$ cat src/rtl/dac_spi_loader_if.sv
// dac_spi_loader_if: bundles the asynchronous 3-wire SPI pins and the
// parallel DAC-code outputs of dac_spi_loader.
//   spi_sclk/spi_cs_n/spi_mosi : SPI mode-0 link (async to clk), into loader
//   serial_val                 : committed WIDTH-bit DAC code
//   val_update / frame_err     : one-cycle commit / discard pulses
//   busy                       : frame in progress
// master = SPI source / DAC consumer side, slave = the loader.
interface dac_spi_loader_if #(
  parameter int WIDTH = 10
);
  logic             spi_sclk;
  logic             spi_cs_n;
  logic             spi_mosi;
  logic [WIDTH-1:0] serial_val;
  logic             val_update;
  logic             frame_err;
  logic             busy;

  modport master (
    output spi_sclk, spi_cs_n, spi_mosi,
    input  serial_val, val_update, frame_err, busy
  );

  modport slave (
    input  spi_sclk, spi_cs_n, spi_mosi,
    output serial_val, val_update, frame_err, busy
  );
endinterface

$ cat src/rtl/dac_spi_loader.sv
// dac_spi_loader: receives a WIDTH-bit DAC code over SPI mode 0 (MSB first),
// synchronises the pins into clk, and commits a well-formed frame atomically
// to serial_val on chip-select release. Short and overrun frames are dropped
// and flagged with frame_err.
//   clk  : system clock
//   rst  : synchronous active-high reset
//   bus  : dac_spi_loader_if.slave (SPI pins in, code/pulses/busy out)
module dac_spi_loader #(
  parameter int WIDTH       = 10,
  parameter int SYNC_STAGES = 2
) (
  input logic              clk,
  input logic              rst,
  dac_spi_loader_if.slave  bus
);
  localparam int BW = $clog2(WIDTH + 1);
  localparam int SW = $clog2(SYNC_STAGES + 2);

  typedef enum logic [1:0] {IDLE, SHIFT, WAIT_CS, DROP} state_t;

  logic [SYNC_STAGES-1:0] sclk_sync_q, cs_sync_q, mosi_sync_q;
  logic                   sclk_prev_q, cs_prev_q;
  logic [SW-1:0]          settle_q;
  logic                   sclk_s, cs_s, mosi_s, edges_ok;
  logic                   sclk_rise, cs_fall, cs_rise;

  state_t                 state_q, state_d;
  logic [WIDTH-1:0]       shreg_q, shreg_d;
  logic [BW-1:0]          bitcnt_q, bitcnt_d;
  logic [WIDTH-1:0]       serial_val_q, serial_val_d;
  logic                   val_update_q, val_update_d;
  logic                   frame_err_q, frame_err_d;

  assign sclk_s = sclk_sync_q[SYNC_STAGES-1];
  assign cs_s   = cs_sync_q[SYNC_STAGES-1];
  assign mosi_s = mosi_sync_q[SYNC_STAGES-1];

  // Synchroniser chains restart at idle levels after reset; edges are only
  // trusted once the real pin level has propagated through the chain and the
  // previous-value registers, so a cs_n held low across reset exit does not
  // look like a falling edge.
  assign edges_ok  = (settle_q == SW'(SYNC_STAGES + 1));
  assign sclk_rise = edges_ok &  sclk_s & ~sclk_prev_q;
  assign cs_fall   = edges_ok & ~cs_s   &  cs_prev_q;
  assign cs_rise   = edges_ok &  cs_s   & ~cs_prev_q;

  always_ff @(posedge clk) begin
    if (rst) begin
      sclk_sync_q <= '0;
      cs_sync_q   <= '1;
      mosi_sync_q <= '0;
      sclk_prev_q <= 1'b0;
      cs_prev_q   <= 1'b1;
      settle_q    <= '0;
    end else begin
      sclk_sync_q <= {sclk_sync_q[SYNC_STAGES-2:0], bus.spi_sclk};
      cs_sync_q   <= {cs_sync_q[SYNC_STAGES-2:0],   bus.spi_cs_n};
      mosi_sync_q <= {mosi_sync_q[SYNC_STAGES-2:0], bus.spi_mosi};
      sclk_prev_q <= sclk_s;
      cs_prev_q   <= cs_s;
      if (!edges_ok) settle_q <= settle_q + 1'b1;
    end
  end

  always_ff @(posedge clk) begin
    if (rst) begin
      state_q      <= IDLE;
      shreg_q      <= '0;
      bitcnt_q     <= '0;
      serial_val_q <= '0;
      val_update_q <= 1'b0;
      frame_err_q  <= 1'b0;
    end else begin
      state_q      <= state_d;
      shreg_q      <= shreg_d;
      bitcnt_q     <= bitcnt_d;
      serial_val_q <= serial_val_d;
      val_update_q <= val_update_d;
      frame_err_q  <= frame_err_d;
    end
  end

  // cs_rise is tested before sclk_rise in every state so a coincident sclk
  // edge is ignored.
  always_comb begin
    state_d      = state_q;
    shreg_d      = shreg_q;
    bitcnt_d     = bitcnt_q;
    serial_val_d = serial_val_q;
    val_update_d = 1'b0;
    frame_err_d  = 1'b0;
    unique case (state_q)
      IDLE: begin
        if (cs_fall) begin
          bitcnt_d = '0;
          state_d  = SHIFT;
        end
      end
      SHIFT: begin
        if (cs_rise) begin
          frame_err_d = 1'b1;
          state_d     = IDLE;
        end else if (sclk_rise) begin
          shreg_d = {shreg_q[WIDTH-2:0], mosi_s};
          if (bitcnt_q != BW'(WIDTH)) bitcnt_d = bitcnt_q + 1'b1;
          if (bitcnt_q == BW'(WIDTH - 1)) state_d = WAIT_CS;
        end
      end
      WAIT_CS: begin
        if (cs_rise) begin
          serial_val_d = shreg_q;
          val_update_d = 1'b1;
          state_d      = IDLE;
        end else if (sclk_rise) begin
          state_d = DROP;
        end
      end
      DROP: begin
        if (cs_rise) begin
          frame_err_d = 1'b1;
          state_d     = IDLE;
        end
      end
      default: state_d = IDLE;
    endcase
  end

  assign bus.serial_val = serial_val_q;
  assign bus.val_update = val_update_q;
  assign bus.frame_err  = frame_err_q;
  assign bus.busy       = (state_q != IDLE);
endmodule
$ cat src/flat_wrapper.sv
// flat-port wrapper written by rule: the top's interface ports become plain ports
module dac_spi_loader_flat 
#(
  parameter int WIDTH       = 10,
  parameter int SYNC_STAGES = 2
)
  (clk, rst, bus_spi_sclk, bus_spi_cs_n, bus_spi_mosi, bus_serial_val, bus_val_update, bus_frame_err, bus_busy);
  dac_spi_loader_if #(.WIDTH(WIDTH)) bus_i ();
  input logic clk;
  input logic rst;
  input wire logic [$bits(bus_i.spi_sclk)-1:0] bus_spi_sclk;
  input wire logic [$bits(bus_i.spi_cs_n)-1:0] bus_spi_cs_n;
  input wire logic [$bits(bus_i.spi_mosi)-1:0] bus_spi_mosi;
  output wire logic [$bits(bus_i.serial_val)-1:0] bus_serial_val;
  output wire logic [$bits(bus_i.val_update)-1:0] bus_val_update;
  output wire logic [$bits(bus_i.frame_err)-1:0] bus_frame_err;
  output wire logic [$bits(bus_i.busy)-1:0] bus_busy;
  assign bus_i.spi_sclk = bus_spi_sclk;
  assign bus_i.spi_cs_n = bus_spi_cs_n;
  assign bus_i.spi_mosi = bus_spi_mosi;
  assign bus_serial_val = bus_i.serial_val;
  assign bus_val_update = bus_i.val_update;
  assign bus_frame_err = bus_i.frame_err;
  assign bus_busy = bus_i.busy;
  dac_spi_loader #(.WIDTH(WIDTH), .SYNC_STAGES(SYNC_STAGES)) u_core (.clk(clk), .rst(rst), .bus(bus_i));
endmodule
$ cat config.mk
export PLATFORM = sky130hd
export DESIGN_NAME = dac_spi_loader_flat
export DESIGN_NICKNAME = d
export VERILOG_FILES = /design/src/rtl/dac_spi_loader_if.sv /design/src/rtl/dac_spi_loader.sv /design/src/flat_wrapper.sv
export SDC_FILE = /design/constraint.sdc
export NUM_CORES = 1
export LEC_CHECK = 0
export ABC_AREA = 0
export CORE_MARGIN = 4
export CORE_UTILIZATION = 40
export DETAILED_ROUTE_END_ITERATION = 16
export DONT_BUFFER_PORTS = 1
export PLACE_DENSITY = 0.65
export RECOVER_POWER = 50
export SLEW_MARGIN = 20
export SYNTH_ARGS = -nofsm -noshare
export SYNTH_HDL_FRONTEND = slang
export SYNTH_SLANG_ARGS = --single-unit
$ cat constraint.sdc
create_clock -name clk -period 2.1 [get_ports clk]
set_clock_uncertainty 0.15 [all_clocks]
set_input_delay 0.63 -clock clk [delete_from_list [all_inputs] [get_ports clk]]
set_output_delay 0.63 -clock clk [all_outputs]
set_load 0.01 [all_outputs]
==> flow_metrics.env, run 1 <==
export IMPL_power_total_mw=1.38
export IMPL_holdCritPathClass="primary input to register"
export IMPL_clock_fmax_ghz=0.520
export IMPL_fp_coreArea_sq_um=3440
export IMPL_total_number_of_vias=988
export IMPL_synth_seq_area_share_pct=51.7
export IMPL_synthesis_area_sq_um=1470
export IMPL_power_leakage_nw=0.567
export IMPL_final_layout_size_suffix_gt1_share_pct=12.9
export IMPL_post_cts_hold_fix_bufs=0
export IMPL_setup_worst_path_class="register to register"
export IMPL_post_cts_setup_buffers=0
export IMPL_worst_endpoint_arrival_ps=1990
export IMPL_grt_overflow_total=0
export IMPL_critical_path_maximum_fanout=6
export IMPL_max_cap_violations=0
export IMPL_die_height_microns=68.7
export IMPL_hold_violations=0
export IMPL_sum_of_negative_setup_slack_ps=0
export IMPL_rr_worst_depth=5
export IMPL_start_util_pct=42.8
export IMPL_cellPowerDensity_nw_per_um2=842
export IMPL_io_pins=18
export IMPL_grt_pass1_wl_microns=4050
export IMPL_core_rowCount=21
export IMPL_port_buffer_count=0
export IMPL_post_route_worst_setup_slack_ps=178
export IMPL_worst_r2r_setup_slack_ps=180
export IMPL_antenna_found_initial=0
export IMPL_synth_largest_type_area_fraction_pct=51.7
export IMPL_clock_tree_buffer_depth=2
export IMPL_layoutNonFillerInstCount=193
export IMPL_rsz0062_at_grt="no"
export IMPL_ys_warn_count=0
export IMPL_period_minus_slack_ps=1920
export IMPL_routedWlPerCell_microns=13.1
export IMPL_cp_depth=5
export IMPL_groute_usage_overall_pct=12.1
export IMPL_dp_worst_setup_slack_ps=193
export IMPL_detailedPlacementHpwl_microns=1730
export IMPL_number_of_diodes_added_for_antenna_fixing=0
export IMPL_critical_path_top_delay_family="compound AO/OA/AOI/OAI gates"
export IMPL_syn_instance_count=143
export IMPL_gp_routability_congestion=0.733
export IMPL_cts_max_level=2
export IMPL_final_max_slew_violation_count=0
export IMPL_synth_avg_cell_area_sq_um=10.3
export IMPL_post_drt_via_cell_ratio=5.12
export IMPL_pin_count_of_the_biggest_net_entering_global_routing=41
export IMPL_remaining_drc_errors=0
export IMPL_synth_area_leader_cell="sky130_fd_sc_hd__dfxtp_1"
export IMPL_min_delay_path_depth=1
export IMPL_crit_path_top_delay_cell="sky130_fd_sc_hd__a2111o_1"
export IMPL_cts_repair_resize_count=0
export IMPL_hold_worst_slack_ps=261
export IMPL_tritoncts="done"
export IMPL_mappedNetlistNets=152
export IMPL_num_nets_final=155
export IMPL_status="finished, final reports clean"
export IMPL_netlist_top_cells_area="sky130_fd_sc_hd__dfxtp_1 52%, sky130_fd_sc_hd__mux2i_1 14%, sky130_fd_sc_hd__nor2_1 5.9%"
export IMPL_setup_viol_count_final=0
export IMPL_drt_initial_drc_count=70
export IMPL_start_kind="register"
export IMPL_number_of_synthesized_register_bits=38
export IMPL_drtAntennaViolNets=0
export IMPL_worst_pin_slew_ps=281
export IMPL_design_die_area_sq_um=4720
export IMPL_chipWidth_microns=68.7
export IMPL_first_global_vias=891
export IMPL_cp_cell_sequence="inv_1, ha_1, a2111o_1, or3b_1, a31oi_1"
export IMPL_area_added_between_synthesis_and_finish_pct=11.3
export IMPL_peakVddDrop_uv=438
export IMPL_clk_latency_ps=290
export IMPL_timing_critical_path_to_type="register"
export IMPL_slew_headroom_pct=81.0
export IMPL_worstPathRequired_ps=2170
export IMPL_totalWireLength_microns=2530
export IMPL_place_detailed_instances=185
export IMPL_buffer_and_inverter_count_on_the_worst_path=1
export IMPL_longest_individual_stage_delay_on_the_worst_path_ps=450
export IMPL_fill_cells=336
export IMPL_clock_pin_transition_on_the_worst_setup_and_hold_timing_paths_ps=70
export IMPL_synth_distinct_cells=31
export IMPL_layout_worst_path_cycle_share_pct=91.5
export IMPL_clock_sink_count=38
export IMPL_num_cts_buffers=5
export IMPL_clockRootBuffer="sky130_fd_sc_hd__clkbuf_8"
export IMPL_drtPass1Iterations=4
-- state kept, by name, indices dropped and copies added, names as in the netlist --
register / count
u_core.bus.serial_val: 10
u_core.shreg_q: 10
u_core.bitcnt_q: 4
u_core.cs_sync_q: 2
u_core.mosi_sync_q: 2
u_core.sclk_sync_q: 2
u_core.settle_q: 2
u_core.state_q: 2
u_core.bus.frame_err: 1
u_core.bus.val_update: 1
u_core.cs_prev_q: 1
u_core.sclk_prev_q: 1
-- per-stage QoR --
| step | instance area, sq um | utilization [%] |
|---|---|---|
| 6_report | 1640 | 47.6 |
| 5_1_grt | 1640 | 47.6 |
| 4_1_cts | 1640 | 47.6 |
| 3_5_place_dp | 1530 | 44.5 |
| 3_3_place_gp | 1530 | 44.5 |
| 2_1_floorplan | 1470 | - |
-- worst paths after layout --
path / start / endpoint
setup / recovery: u_core.bitcnt_q[0] / u_core.bitcnt_q[2]
hold reg to reg: u_core.cs_sync_q[0] / u_core.cs_sync_q[1]
hold / removal: rst / u_core.mosi_sync_q[1]
setup reg to reg: u_core.bitcnt_q[0] / u_core.bitcnt_q[2]
-- kinds of logic (layout without fill, tap and decap cells) --
logic type | Yosys count | after routing | synth area share, %
DFF | 38 | 38 | 51.7
adders and majority gates | 4 | 4 | 3.40
buffers and inverters | 11 | 15 | 3.23
muxes | 21 | 21 | 14.3
and+or+nand+nor | 56 | 56 | 20.5
xor gates and xnor gates | 1 | 1 | 0.595
AOI/OAI and AO/OA | 12 | 12 | 6.37
-- cells in the final DEF, fill, tap and decap left out, drive strengths merged --
master  count
nand3       2
nand2b      2
nand2       3
or3b        1
o31ai       2
dfxtp      38
clkinv      2
or3         2
nor2       23
inv         4
xor2        1
nand3b      4
a222oi      1
mux2i      21
a21oi       3
or2         4
nor3b       3
nor2b       7
clkbuf      5
bufinv      1
o21a        1
a41oi       1
and2b       1
a2111o      2
o311ai      1
nor3        4
ha          4
buf         3
a31oi       1
-- worst reg2reg max path, delay by kind of cell, from the launching register on --
kind	cells	cell delay, ps
compound gates	2	600
flops	1	410
simple gates	1	400
fa+ha+maj	1	200
buf+inv	1	100
-- synth_stat cells (all sizes together) --
cell,number
a31oi,1
a2111o,2
o31ai,2
a222oi,1
mux2i,21
or2,4
o21a,1
a21oi,3
nand3b,4
nor3,4
nand2b,2
o311ai,1
a41oi,1
inv,4
nand3,2
and2b,1
ha,4
nor2,23
buf,3
dfxtp,38
nand2,3
or3b,1
or3,2
xor2,1
clkbuf,4
nor3b,3
nor2b,7
-- cell type report --
class                      count  area (sq um)  share of cell area, %
inverter                       4          15.0                  0.916
sequential                    38           761                   46.4
timing repair buffer           3          22.5                   1.37
multi-input combinational     94           674                   41.1
clock inverter                 3          40.0                   2.44
clock buffer                   5          68.8                   4.20
tap                           46          57.6                   3.51
-- routing by layer --
| metal | part of all wire [%] | GRT usage (%) |
|---|---|---|
| met2 | 46 | 18.6 |
| met5 | 0 | 0 |
| met4 | 2.8 | 6.70 |
| met1 | 45 | 13.8 |
| met3 | 6.4 | 5.51 |
-- power by group --
group	switching [mW]	internal [mW]	leakage, nW
clock	0.245	0.349	0.0579
combinational	0.0188	0.0215	0.201
sequential	0.00877	0.736	0.308
Note: power is estimated with default switching activity, not from simulation.
==> run 2: changes to the inputs <==
MAX_ROUTING_LAYER = met4   (was unset)
==> flow_metrics.env, run 2 (synthesis results as in run 1) <==
export IMPL_status="finished, final reports clean"
export IMPL_peakVddDrop_uv=438
export IMPL_final_max_slew_violation_count=0
export IMPL_tritoncts="done"
export IMPL_worstPathRequired_ps=2170
export IMPL_critical_path_top_delay_family="compound AO/OA/AOI/OAI gates"
export IMPL_post_cts_hold_fix_bufs=0
export IMPL_worst_endpoint_arrival_ps=1980
export IMPL_post_drt_via_cell_ratio=5.07
export IMPL_port_buffer_count=0
export IMPL_power_leakage_nw=0.567
export IMPL_routedWlPerCell_microns=13.1
export IMPL_seq_area_sq_um=761
export IMPL_clock_tree_buffer_depth=2
export IMPL_final_layout_size_suffix_gt1_share_pct=12.9
export IMPL_antenna_found_initial=0
export IMPL_first_global_vias=894
export IMPL_layoutNonFillerInstCount=193
export IMPL_post_cts_setup_buffers=0
export IMPL_setup_viol_count_final=0
export IMPL_detailedPlacementHpwl_microns=1730
export IMPL_num_cts_buffers=5
export IMPL_crit_path_top_delay_cell="sky130_fd_sc_hd__a2111o_1"
export IMPL_io_pins=18
export IMPL_post_route_worst_setup_slack_ps=185
export IMPL_finish_utilization_pct=47.6
export IMPL_hold_violations=0
export IMPL_drtPass1Iterations=4
export IMPL_groute_usage_overall_pct=12.4
export IMPL_longest_individual_stage_delay_on_the_worst_path_ps=450
export IMPL_chipWidth_microns=68.7
export IMPL_cts_max_level=2
export IMPL_fill_cells=336
export IMPL_gp_routability_congestion=0.742
export IMPL_hold_worst_slack_ps=258
export IMPL_layout_worst_path_cycle_share_pct=91.2
export IMPL_clock_sink_count=38
export IMPL_setup_worst_path_class="register to register"
export IMPL_timing_critical_path_to_type="register"
export IMPL_holdCritPathClass="primary input to register"
export IMPL_grt_pass1_wl_microns=4040
export IMPL_final_common_cell="sky130_fd_sc_hd__dfxtp_1"
export IMPL_slew_headroom_pct=77.5
export IMPL_clock_fmax_ghz=0.522
export IMPL_start_kind="register"
export IMPL_dp_worst_setup_slack_ps=193
export IMPL_grt_overflow_total=0
export IMPL_area_added_between_synthesis_and_finish_pct=11.3
export IMPL_die_height_microns=68.7
export IMPL_multi_input_area_sq_um=674
export IMPL_sum_of_negative_setup_slack_ps=0
export IMPL_pin_count_of_the_biggest_net_entering_global_routing=41
export IMPL_fp_coreArea_sq_um=3440
export IMPL_cellPowerDensity_nw_per_um2=844
export IMPL_number_of_diodes_added_for_antenna_fixing=0
export IMPL_buffer_and_inverter_count_on_the_worst_path=1
export IMPL_clk_latency_ps=290
export IMPL_rsz0062_at_grt="no"
export IMPL_total_number_of_vias=979
export IMPL_design_die_area_sq_um=4720
export IMPL_max_cap_violations=0
export IMPL_place_detailed_instances=185
export IMPL_start_util_pct=42.8
export IMPL_drtAntennaViolNets=0
export IMPL_core_rowCount=21
export IMPL_remaining_drc_errors=0
export IMPL_clock_pin_transition_on_the_worst_setup_and_hold_timing_paths_ps=70
export IMPL_critical_path_maximum_fanout=6
export IMPL_cp_cell_sequence="inv_1, ha_1, a2111o_1, or3b_1, a31oi_1"
export IMPL_period_minus_slack_ps=1910
export IMPL_clockRootBuffer="sky130_fd_sc_hd__clkbuf_8"
export IMPL_num_nets_final=155
export IMPL_highest_count_cells_in_the_layout_ignoring_fill_and_taps="38 x sky130_fd_sc_hd__dfxtp_1, 23 x sky130_fd_sc_hd__nor2_1, 21 x sky130_fd_sc_hd__mux2i_1, 7 x sky130_fd_sc_hd__nor2b_1, 5 x sky130_fd_sc_hd__clkbuf_8"
export IMPL_totalWireLength_microns=2530
export IMPL_cts_repair_resize_count=0
export IMPL_worst_pin_slew_ps=333
export IMPL_drt_initial_drc_count=57
[run 2: final cells by class]
cell class | instances | area share, %
tap | 46 | 3.51
multi-input combinational | 94 | 41.1
sequential | 38 | 46.4
clock buffer | 5 | 4.20
clock inverter | 3 | 2.44
inverter | 4 | 0.916
timing repair buffer | 3 | 1.37
[run 2: report_power, final]
group | switching (mW) | internal [mW]
combinational | 0.0188 | 0.0216
clock | 0.249 | 0.349
sequential | 0.00876 | 0.736
[run 2: worst paths after layout]
kind	from	to	slack [ps]	cells after the start
worst max-delay path	u_core.bitcnt_q[0]	u_core.bitcnt_q[2]	190	5
worst min-delay path	rst	u_core.state_q[0]	260	1
worst max register to register	u_core.bitcnt_q[0]	u_core.bitcnt_q[2]	190	5
worst min register to register	u_core.cs_sync_q[0]	u_core.cs_sync_q[1]	270	1
[run 2: routing by layer]
metal	track usage [%]	share of wire (%)
met1	13.7	44
met2	18.6	47
met3	5.35	5.8
met4	6.70	2.8
met5	-	0
[run 2: worst reg2reg max path: cells and delay by family (launching register included)]
family | cells | cell delay (ps)
buf+inv | 1 | 100
flops | 1 | 400
simple gates | 1 | 400
fa+ha+maj | 1 | 200
compound gates | 2 | 600
[run 2: per-stage QoR]
stage / area (sq um) / total power, mW
floorplan: 1470 / 0.801
global placement: 1530 / 0.799
CTS: 1640 / 1.40
finish: 1640 / 1.38
detailed placement: 1530 / 0.802
global route: 1640 / 1.44
==> run 3: changes to the inputs <==
MAX_ROUTING_LAYER = unset   (was met4)
==> results of run 3 <==
Same layout as run 1: the final DEF is identical, and so are final timing and power.
